## src/rtl/lsu_byte_initiator_pkg.sv

```systemverilog
// rtl/lsu_byte_initiator_pkg.sv - access size codes, LSU state type and beat-count helper
package lsu_byte_initiator_pkg;

    localparam logic [2:0] LB_SB = 3'b000;
    localparam logic [2:0] LH_SH = 3'b001;
    localparam logic [2:0] LW_SW = 3'b010;
    localparam logic [2:0] LBU   = 3'b100;
    localparam logic [2:0] LHU   = 3'b101;

    typedef enum logic [1:0] {
        IDLE,
        REQ,
        WAIT_R,
        RESP
    } lsu_state_t;

    // Unsigned codes on a store still move the same number of bytes as their signed twin.
    function automatic logic [2:0] beat_count(input logic [2:0] size, input logic we);
        logic [2:0] n;
        case (size)
            LW_SW:      n = 3'd4;
            LH_SH, LHU: n = 3'd2;
            default:    n = 3'd1;
        endcase
        if (we && size == LBU) begin
            n = 3'd1;
        end
        return n;
    endfunction

endpackage

```

## src/rtl/lsu_load_extend.sv

```systemverilog
// rtl/lsu_load_extend.sv - sign/zero extension of reassembled little-endian load bytes
import lsu_byte_initiator_pkg::*;

module lsu_load_extend (
    input  logic [31:0] load_bytes,
    input  logic [2:0]  size,
    output logic [31:0] load_data
);

    always_comb begin
        load_data = {{24{load_bytes[7]}}, load_bytes[7:0]};
        case (size)
            LBU:     load_data = {24'h000000, load_bytes[7:0]};
            LH_SH:   load_data = {{16{load_bytes[15]}}, load_bytes[15:0]};
            LHU:     load_data = {16'h0000, load_bytes[15:0]};
            LW_SW:   load_data = load_bytes;
            default: load_data = {{24{load_bytes[7]}}, load_bytes[7:0]};
        endcase
    end

endmodule

```

## src/rtl/lsu_byte_initiator.sv

```systemverilog
// rtl/lsu_byte_initiator.sv - serialises core load/store requests into single-byte memory beats
import lsu_byte_initiator_pkg::*;

module lsu_byte_initiator #(
    parameter int MAX_WAIT = 16
) (
    input  logic        clock,
    input  logic        reset,
    input  logic        req_valid,
    output logic        req_ready,
    input  logic        req_we,
    input  logic [2:0]  req_size,
    input  logic [31:0] req_addr,
    input  logic [31:0] req_wdata,
    output logic        resp_valid,
    output logic [31:0] resp_rdata,
    output logic        resp_err,
    output logic        mem_req,
    output logic        mem_we,
    output logic [31:0] mem_addr,
    output logic [7:0]  mem_wdata,
    input  logic        mem_gnt,
    input  logic        mem_rvalid,
    input  logic [7:0]  mem_rdata
);

    localparam int WW = $clog2(MAX_WAIT + 1);

    lsu_state_t      state;
    logic            we_q;
    logic [2:0]      size_q;
    logic [31:0]     addr_q;
    logic [31:0]     wdata_q;
    logic [31:0]     buf_q;
    logic [1:0]      k;
    logic [1:0]      last_k;
    logic [WW-1:0]   wait_cnt;
    logic            err_q;
    logic [31:0]     ext_data;

    always_ff @(posedge clock) begin
        if (reset) begin
            state    <= IDLE;
            we_q     <= 1'b0;
            size_q   <= 3'b000;
            addr_q   <= 32'h0;
            wdata_q  <= 32'h0;
            buf_q    <= 32'h0;
            k        <= 2'd0;
            last_k   <= 2'd0;
            wait_cnt <= '0;
            err_q    <= 1'b0;
        end else begin
            case (state)
                IDLE: begin
                    if (req_valid) begin
                        we_q     <= req_we;
                        size_q   <= req_size;
                        addr_q   <= req_addr;
                        wdata_q  <= req_wdata;
                        last_k   <= 2'(beat_count(req_size, req_we) - 3'd1);
                        k        <= 2'd0;
                        buf_q    <= 32'h0;
                        err_q    <= 1'b0;
                        wait_cnt <= '0;
                        state    <= REQ;
                    end
                end
                REQ: begin
                    if (mem_gnt) begin
                        if (we_q) begin
                            if (k == last_k) begin
                                state <= RESP;
                            end else begin
                                k <= k + 2'd1;
                            end
                        end else begin
                            wait_cnt <= '0;
                            state    <= WAIT_R;
                        end
                    end
                end
                WAIT_R: begin
                    // rvalid is tested first so a byte landing on the last wait cycle still counts.
                    if (mem_rvalid) begin
                        buf_q[{k, 3'b000} +: 8] <= mem_rdata;
                        if (k == last_k) begin
                            state <= RESP;
                        end else begin
                            k     <= k + 2'd1;
                            state <= REQ;
                        end
                    end else if (wait_cnt == WW'(MAX_WAIT - 1)) begin
                        err_q <= 1'b1;
                        state <= RESP;
                    end else begin
                        wait_cnt <= wait_cnt + 1'b1;
                    end
                end
                RESP: begin
                    state <= IDLE;
                end
                default: begin
                    state <= IDLE;
                end
            endcase
        end
    end

    lsu_load_extend u_extend (
        .load_bytes (buf_q),
        .size       (size_q),
        .load_data  (ext_data)
    );

    // Beat and response fields are forced to zero whenever they are not qualified.
    assign req_ready  = (state == IDLE);
    assign mem_req    = (state == REQ);
    assign mem_we     = mem_req & we_q;
    assign mem_addr   = mem_req ? (addr_q + {30'h0, k}) : 32'h0;
    assign mem_wdata  = mem_req ? wdata_q[{k, 3'b000} +: 8] : 8'h00;
    assign resp_valid = (state == RESP);
    assign resp_err   = resp_valid & err_q;
    assign resp_rdata = (resp_valid && !we_q && !err_q) ? ext_data : 32'h0;

endmodule

```

## config.mk

```make
export PLATFORM = sky130hd
export DESIGN_NAME = lsu_byte_initiator
export DESIGN_NICKNAME = d
export VERILOG_FILES = /design/src/rtl/lsu_byte_initiator_pkg.sv /design/src/rtl/lsu_load_extend.sv /design/src/rtl/lsu_byte_initiator.sv
export SDC_FILE = /design/constraint.sdc
export NUM_CORES = 1
export LEC_CHECK = 0
export CAP_MARGIN = 30
export CORE_MARGIN = 5
export CORE_UTILIZATION = 49
export CTS_CLUSTER_SIZE = 30
export DETAILED_ROUTE_END_ITERATION = 10
export PLACE_DENSITY = 0.92
export SLEW_MARGIN = 20
export SYNTH_ARGS = -nofsm -noshare
export SYNTH_HDL_FRONTEND = slang
export SYNTH_SLANG_ARGS = --single-unit
export TNS_END_PERCENT = 100
```

## constraint.sdc

```tcl
create_clock -name clock -period 3 [get_ports clock]
set_clock_uncertainty 0.05 [all_clocks]
set_input_delay 0.6 -clock clock [delete_from_list [all_inputs] [get_ports clock]]
set_output_delay 0.6 -clock clock [all_outputs]
set_load 0.05 [all_outputs]
```

==> out/qor.yml, run 1 <==
logic_synthesis:
  synth_top_area_frac: 0.376
  ys_top_cells_by_area: "dfxtp_1, a21oi_1, nand2_1"
  async_flop_share: 0
  yosysUniqueCellTypes: 58
  synth_flop_cell: "dfxtp_1"
  synth_common_cells: "nand2_1, a21oi_1, dfxtp_1, clkbuf_1"
  ys_ff_latch: 112
  yosysSeqAreaShare: 0.376
  synth_area_leader_cell: "dfxtp_1"
  synthesis.area_sq_um: 5960
  synth_edf_count: 0
  synth_cells: 786
  synth.net_count: 880
  synth_area_per_cell_sq_um: 7.58
  yosysMostFrequentCell: "nand2_1"
  ys_warn_count: 0
cells_and_area:
  fin_area_sq_um: 9490
  fin_nets: 1057
  area_growth_pct: 59.3
  diodes: 0
  drive_gt1_frac: 0.267
  fin_cells: 1115
  fin_util: 0.793
worst_setup_path:
  worstSetupEndpointType: "output port"
  cp.required_ps: 2350
  cp_max_fo: 5
  cp_num_buf_inv: 1
  cp_data_arrival_time_ps: 2580
  worst-setup-path-type: "reg2out"
  crit_path_top_delay_cell: "mux2i_2"
  path_cells: "ha_4 > fa_2 > and4_4 > nand3_2 > nor4_4 > mux2i_2 > buf_12"
  cp_top_family: "simple AND/OR/NAND/NOR gates"
  critPathLaunchType: "flop"
  cp_slowest_stage_delay_ps: 520
clocking:
  cts_root_buffer: "clkbuf_16"
  clockBufferDepth: 2
  cts_tree: "built"
  clock_latency_ps: 350
  hold_buffers: 0
  path_clk_slew_ps: 70
  numCtsBuffers: 9
  cts.sinks: 112
  cts_max_level: 3
die:
  rows: 40
  initial_core_util: 0.498
  fp.dieArea_sq_um: 14500
  die-width_um: 120
  coreArea_sq_um: 12000
  ios: 158
  die_h_um: 120
route:
  drtIter0Drc: 1058
  drt_first_pass_iters: 8
  drtAntennaViolNets: 0
  vias: 7157
  drc: 0
  vias_per_cell: 6.42
  wire_per_inst_um: 22.2
  wirelength_um: 24800
timing:
  fmax_mhz: 309
  slew_headroom: 0.322
  fin_crit_ps: 3230
  report.final.slew_viol_count: 0
  worst_slack_ps: -233
  finalSetupViolCount: 30
  post-route-period-util: 1.08
  rsz0062_at_grt: "yes"
  setup_tns_ps: -3110
  hold_viol: 0
  tightest_slew_ps: 1010
place:
  dp_hpwl_um: 14300
  io_buffers: 157
  dp.cells: 1076
  dpl_cell_area_sq_um: 8700
  pre_cts_ws_ps: 132
  place.gp.congestion: 0.937
power:
  power.density_nw_per_um2: 661
  p_leak_nw: 3.34
  vdd_drop_max_mv: 0.397
global_route:
  grt_pass1_wl_um: 34200
  grt_pass1_vias: 6758
  grt.overflow.total: 0
  track_usage: 0.294
  grt_max_degree: 59
  antenna_found_initial: 0
hold_path:
  hold_path_class: "reg2reg"
flow_run:
  drv_cap: 0
outcome:
  outcome: "finished, violations left"
  violations: "setup timing"
## per-layer routing
| metal | vias to the layer above | part of all wire | wire (um) | GRT usage |
|---|---|---|---|---|
| li1 | 3082 | - | - | - |
| met1 | 3310 | 0.35 | 8640 | 0.343 |
| met2 | 554 | 0.47 | 11700 | 0.499 |
| met3 | 209 | 0.097 | 2400 | 0.0496 |
| met4 | 2 | 0.080 | 1980 | 0.193 |
| met5 | - | 0.0014 | 34 | 0 |
## sequential cells by signal (all words and copies together) (netlist names)
register  cells
we_q          1
addr_q       32
state         2
size_q        3
err_q         1
wait_cnt      5
buf_q        32
last_k        2
wdata_q      32
k             2
## area by class of cell
cell class / count / area [sq um]
Multi-Input combinational cell: 607 / 4000
Timing Repair Buffer: 217 / 2670
Fill cell: 659 / 2470
Sequential cell: 112 / 2270
Clock buffer: 10 / 239
Tap cell: 147 / 184
Clock inverter: 6 / 67.6
Inverter: 16 / 60.1
## kinds of logic after synthesis
family | after synthesis | synth area share
AO/OA/AOI/OAI | 195 | 0.187
XOR/XNOR | 14 | 0.0206
adder cells (fa/ha/maj) | 13 | 0.0286
buffers and inverters | 68 | 0.0447
flip-flops | 112 | 0.376
multiplexers | 13 | 0.0386
AND/OR/NAND/NOR | 371 | 0.304
## per-stage QoR
stage          hold slack [ps]  total power (W)
2_1_floorplan              383          0.00374
3_3_place_gp               389          0.00463
3_5_place_dp               395          0.00472
4_1_cts                    405          0.00600
5_1_grt                    430          0.00649
6_report                   403          0.00627
## power breakdown
| group | switching, W | leakage, nW | internal (W) | total (W) |
|---|---|---|---|---|
| logic | 0.00194 | 2.28 | 0.00114 | 0.00309 |
| clock network | 0.000586 | 0.145 | 0.000675 | 0.00126 |
| registers | 0.000217 | 0.921 | 0.00171 | 0.00192 |
| total | 0.00275 | 3.34 | 0.00352 | 0.00627 |
## path summary, 6_finish.rpt
kind	slack (ps)	cells past startpoint	from	endpoint
setup reg to reg	350	7	k[0]$_SDFFE_PP0P_	buf_q[5]$_SDFFE_PP0P_
setup / recovery	-230	7	k[0]$_SDFFE_PP0P_	mem_addr[24]
hold / removal	400	2	wdata_q[16]$_SDFFE_PP0P_	wdata_q[16]$_SDFFE_PP0P_
hold reg to reg	400	2	wdata_q[16]$_SDFFE_PP0P_	wdata_q[16]$_SDFFE_PP0P_
## worst register-to-register path, cell delays in order, from the launching register on
cell and delay [ps]:
dfxtp_2 370, buf_4 290, inv_1 130, ha_1 370, nand4bb_1 210, nor3_1 790, a22oi_1 230, nor2_1 160
## what timing repair did
action	in CTS	in global routing
gates cloned	0	1
pin swaps	19	15
endpoints found under the setup margin	28	29
buffers inserted	9	14
gates resized for setup	44	28
## cells in the final DEF (no fill, tap or decap), types with 9 or more instances in the layout
master / synthesis / layout
a21oi_1: 131 / 105
a21oi_2: 0 / 13
a21oi_4: 0 / 13
and2_1: 24 / 24
buf_12: 0 / 65
buf_4: 0 / 65
clkbuf_16: 0 / 9
clkdlybuf4s50_1: 0 / 82
dfxtp_1: 112 / 96
dfxtp_2: 0 / 13
ha_1: 12 / 9
inv_1: 15 / 15
nand2_1: 172 / 171
nand2b_1: 31 / 31
nand3_1: 36 / 34
nor2_1: 36 / 27
nor2b_1: 10 / 10
nor3_1: 10 / 9
o21a_1: 11 / 11
o21ai_0: 10 / 10
or4_4: 1 / 10
No activity file was read; power rests on OpenSTA's default activity.
==> run 2: changes to the inputs <==
Settings changed: CORE_UTILIZATION 49 to 51, DONT_BUFFER_PORTS from default to 1, PLACE_DENSITY 0.92 to 0.73.
==> run 2 against run 1 <==
  * The flow still finishes with violations (setup timing)
  * Utilization is 8.9 points lower
  * Cell area is 15% lower
  * Routed wire length is 26% lower
  * Clock-buffer cell count is 1 lower
  * Sequential cell count stayed put
  * Via count is 15% lower
  * Largest cell class unchanged
  * Global-route usage is 4.0 points lower
  * Setup slack better by 87 ps
  * Register-to-register slack better by 170 ps
  * Critical path type unchanged
==> out/qor.yml, run 2 (synthesis gave the netlist of run 1 again) <==
route:
  vias_per_cell: 5.97  # was 6.42
  vias: 6053  # was 7157
  drc: 0  # unchanged
  wirelength_um: 18400  # was 24800 um
  wire_per_inst_um: 18.1  # was 22.2 um
  drtIter0Drc: 477  # was 1058
  drtAntennaViolNets: 0  # unchanged
  drt_first_pass_iters: 5  # was 8
cells_and_area:
  final_cell_mix: "nand2_1, a21oi_1, dfxtp_1"  # unchanged
  seqCellArea_sq_um: 2260  # was 2270 sq um
  diodes: 0  # unchanged
  fin_cells: 1014  # was 1115
  area_growth_pct: 35.0  # was 59.3%
  fin_nets: 960  # was 1057
  fillerInstances: 884  # was 659
  largest_registers: "addr_q x32, buf_q x32, wdata_q x32"  # unchanged
  multi_input_area_sq_um: 3900  # was 4000 sq um
  layout_commonest_cell: "nand2_1"  # unchanged
  drive_gt1_frac: 0.262  # was 0.267
timing:
  fin_crit_ps: 3150  # was 3230 ps
  fmax_mhz: 318  # was 309 MHz
  hold_viol: 0  # unchanged
  report.final.slew_viol_count: 0  # unchanged
  rsz0062_at_grt: "yes"  # unchanged
  finalSetupViolCount: 13  # was 30
  post-route-period-util: 1.05  # was 1.08
  setup_tns_ps: -1250  # was -3110 ps
  worst_slack_ps: -147  # was -233 ps
  tightest_slew_ps: 781  # was 1010 ps
  slew_headroom: 0.475  # was 0.322
  hold_slack_ps: 260  # was 403 ps
place:
  pre_cts_ws_ps: 49.0  # was 132 ps
  place.gp.congestion: 0.892  # was 0.937
  dp_hpwl_um: 12900  # was 14300 um
  dp.cells: 986  # was 1076
  io_buffers: 0  # was 157
worst_setup_path:
  critPathLaunchType: "flop"  # unchanged
  cp_num_buf_inv: 2  # was 1
  crit_path_top_delay_cell: "or4b_4"  # was mux2i_2
  cp_data_arrival_time_ps: 2500  # was 2580 ps
  cp_top_family: "simple AND/OR/NAND/NOR gates"  # unchanged
  worst-setup-path-type: "reg2out"  # unchanged
  worstSetupEndpointType: "output port"  # unchanged
  cp.required_ps: 2350  # about the same
  path_cells: "ha_4 > a21oi_2 > or4b_4 > buf_6 > or4_4 > a21oi_2 > buf_6"  # was ha_4 > fa_2 > and4_4 > nand3_2 > nor4_4 > mux2i_2 > buf_12
  cp_slowest_stage_delay_ps: 560  # was 520 ps
  cp_max_fo: 8  # was 5
die:
  ios: 158  # unchanged
  die-width_um: 118  # was 120 um
  rows: 39  # was 40
  initial_core_util: 0.522  # was 0.498
  fp.dieArea_sq_um: 13900  # was 14500 sq um
  coreArea_sq_um: 11400  # was 12000 sq um
  die_h_um: 118  # was 120 um
global_route:
  grt_max_degree: 111  # was 59
  antenna_found_initial: 0  # unchanged
  grt_pass1_vias: 5902  # was 6758
  track_usage: 0.255  # was 0.294
  grt_pass1_wl_um: 29600  # was 34200 um
  grt.overflow.total: 0  # unchanged
power:
  power.density_nw_per_um2: 719  # was 661 nW/um^2
  vdd_drop_max_mv: 0.500  # was 0.397 mV
  p_leak_nw: 2.84  # was 3.34 nW
  power_frac_comb: 0.458  # was 0.492
  pwr-share-seq: 0.324  # was 0.307
  power.internal_w: 0.00333  # was 0.00352 W
  switching_power_w: 0.00246  # was 0.00275 W
  pwr-share-clk: 0.218  # was 0.201
  swShare: 0.425  # was 0.438
clocking:
  numCtsBuffers: 9  # unchanged
  cts_tree: "built"  # unchanged
  hold_buffers: 0  # unchanged
  cts.sinks: 112  # unchanged
  path_clk_slew_ps: 80  # was 70 ps
  clock_latency_ps: 360  # was 350 ps
  cts_max_level: 3  # unchanged
  cts_root_buffer: "clkbuf_16"  # unchanged
  clockBufferDepth: 2  # unchanged
hold_path:
  hold_path_class: "in2reg"  # was reg2reg
outcome:
  outcome: "finished, violations left"  # unchanged
  violations: "setup timing"  # unchanged
flow_run:
  drv_cap: 0  # unchanged
run 2: per-stage QoR:
step	utilization	total power, W	cell area (sq um)
5_1_grt	0.704	0.00612	8040
6_report	0.704	0.00579	8040
3_5_place_dp	0.650	0.00447	7420
3_3_place_gp	0.646	0.00435	7380
4_1_cts	0.700	0.00578	7990
2_1_floorplan	-	0.00374	6230
run 2: area by class of cell:
class | instances | share of cell area
timing repair buffer | 121 | 0.166
clock inverter | 7 | 0.0104
clock buffer | 9 | 0.0280
sequential | 112 | 0.281
inverter | 16 | 0.00793
tap | 143 | 0.0222
multi-input combinational | 606 | 0.484
run 2: path summary, 6_finish.rpt:
path	from	end	slack [ps]	cells past startpoint
setup / recovery	k[1]$_SDFFE_PP0P_	mem_addr[17]	-150	7
hold / removal	reset	addr_q[10]$_SDFFE_PP0P_	260	1
setup reg to reg	state[0]$_SDFFE_PP0P_	k[0]$_SDFFE_PP0P_	520	6
hold reg to reg	wdata_q[5]$_SDFFE_PP0P_	wdata_q[5]$_SDFFE_PP0P_	400	2
run 2: what timing repair did:
action | CTS | global route
resized for setup | 43 | 13
setup buffers | 11 | 1
pin swaps | 14 | 12
endpoints found under the setup margin | 19 | 20
run 2: layer usage:
layer | part of all wire | wire [um] | vias up | track usage
met4 | 0.022 | 399 | 0 | 0.0853
li1 | - | - | 2879 | -
met1 | 0.41 | 7520 | 2896 | 0.321
met3 | 0.072 | 1320 | 35 | 0.0601
met2 | 0.50 | 9120 | 243 | 0.426
met5 | 0 | 0 | - | 0
run 2: power by group through the flow:
stage / clock network (W) / registers [W] / logic (W)
after detailed placement: 0 / 0.00189 / 0.00257
final: 0.00126 / 0.00188 / 0.00265
after global routing: 0.00134 / 0.00190 / 0.00287
after CTS: 0.00129 / 0.00186 / 0.00263
after floorplan: 0 / 0.00187 / 0.00187
after global placement: 0 / 0.00188 / 0.00247
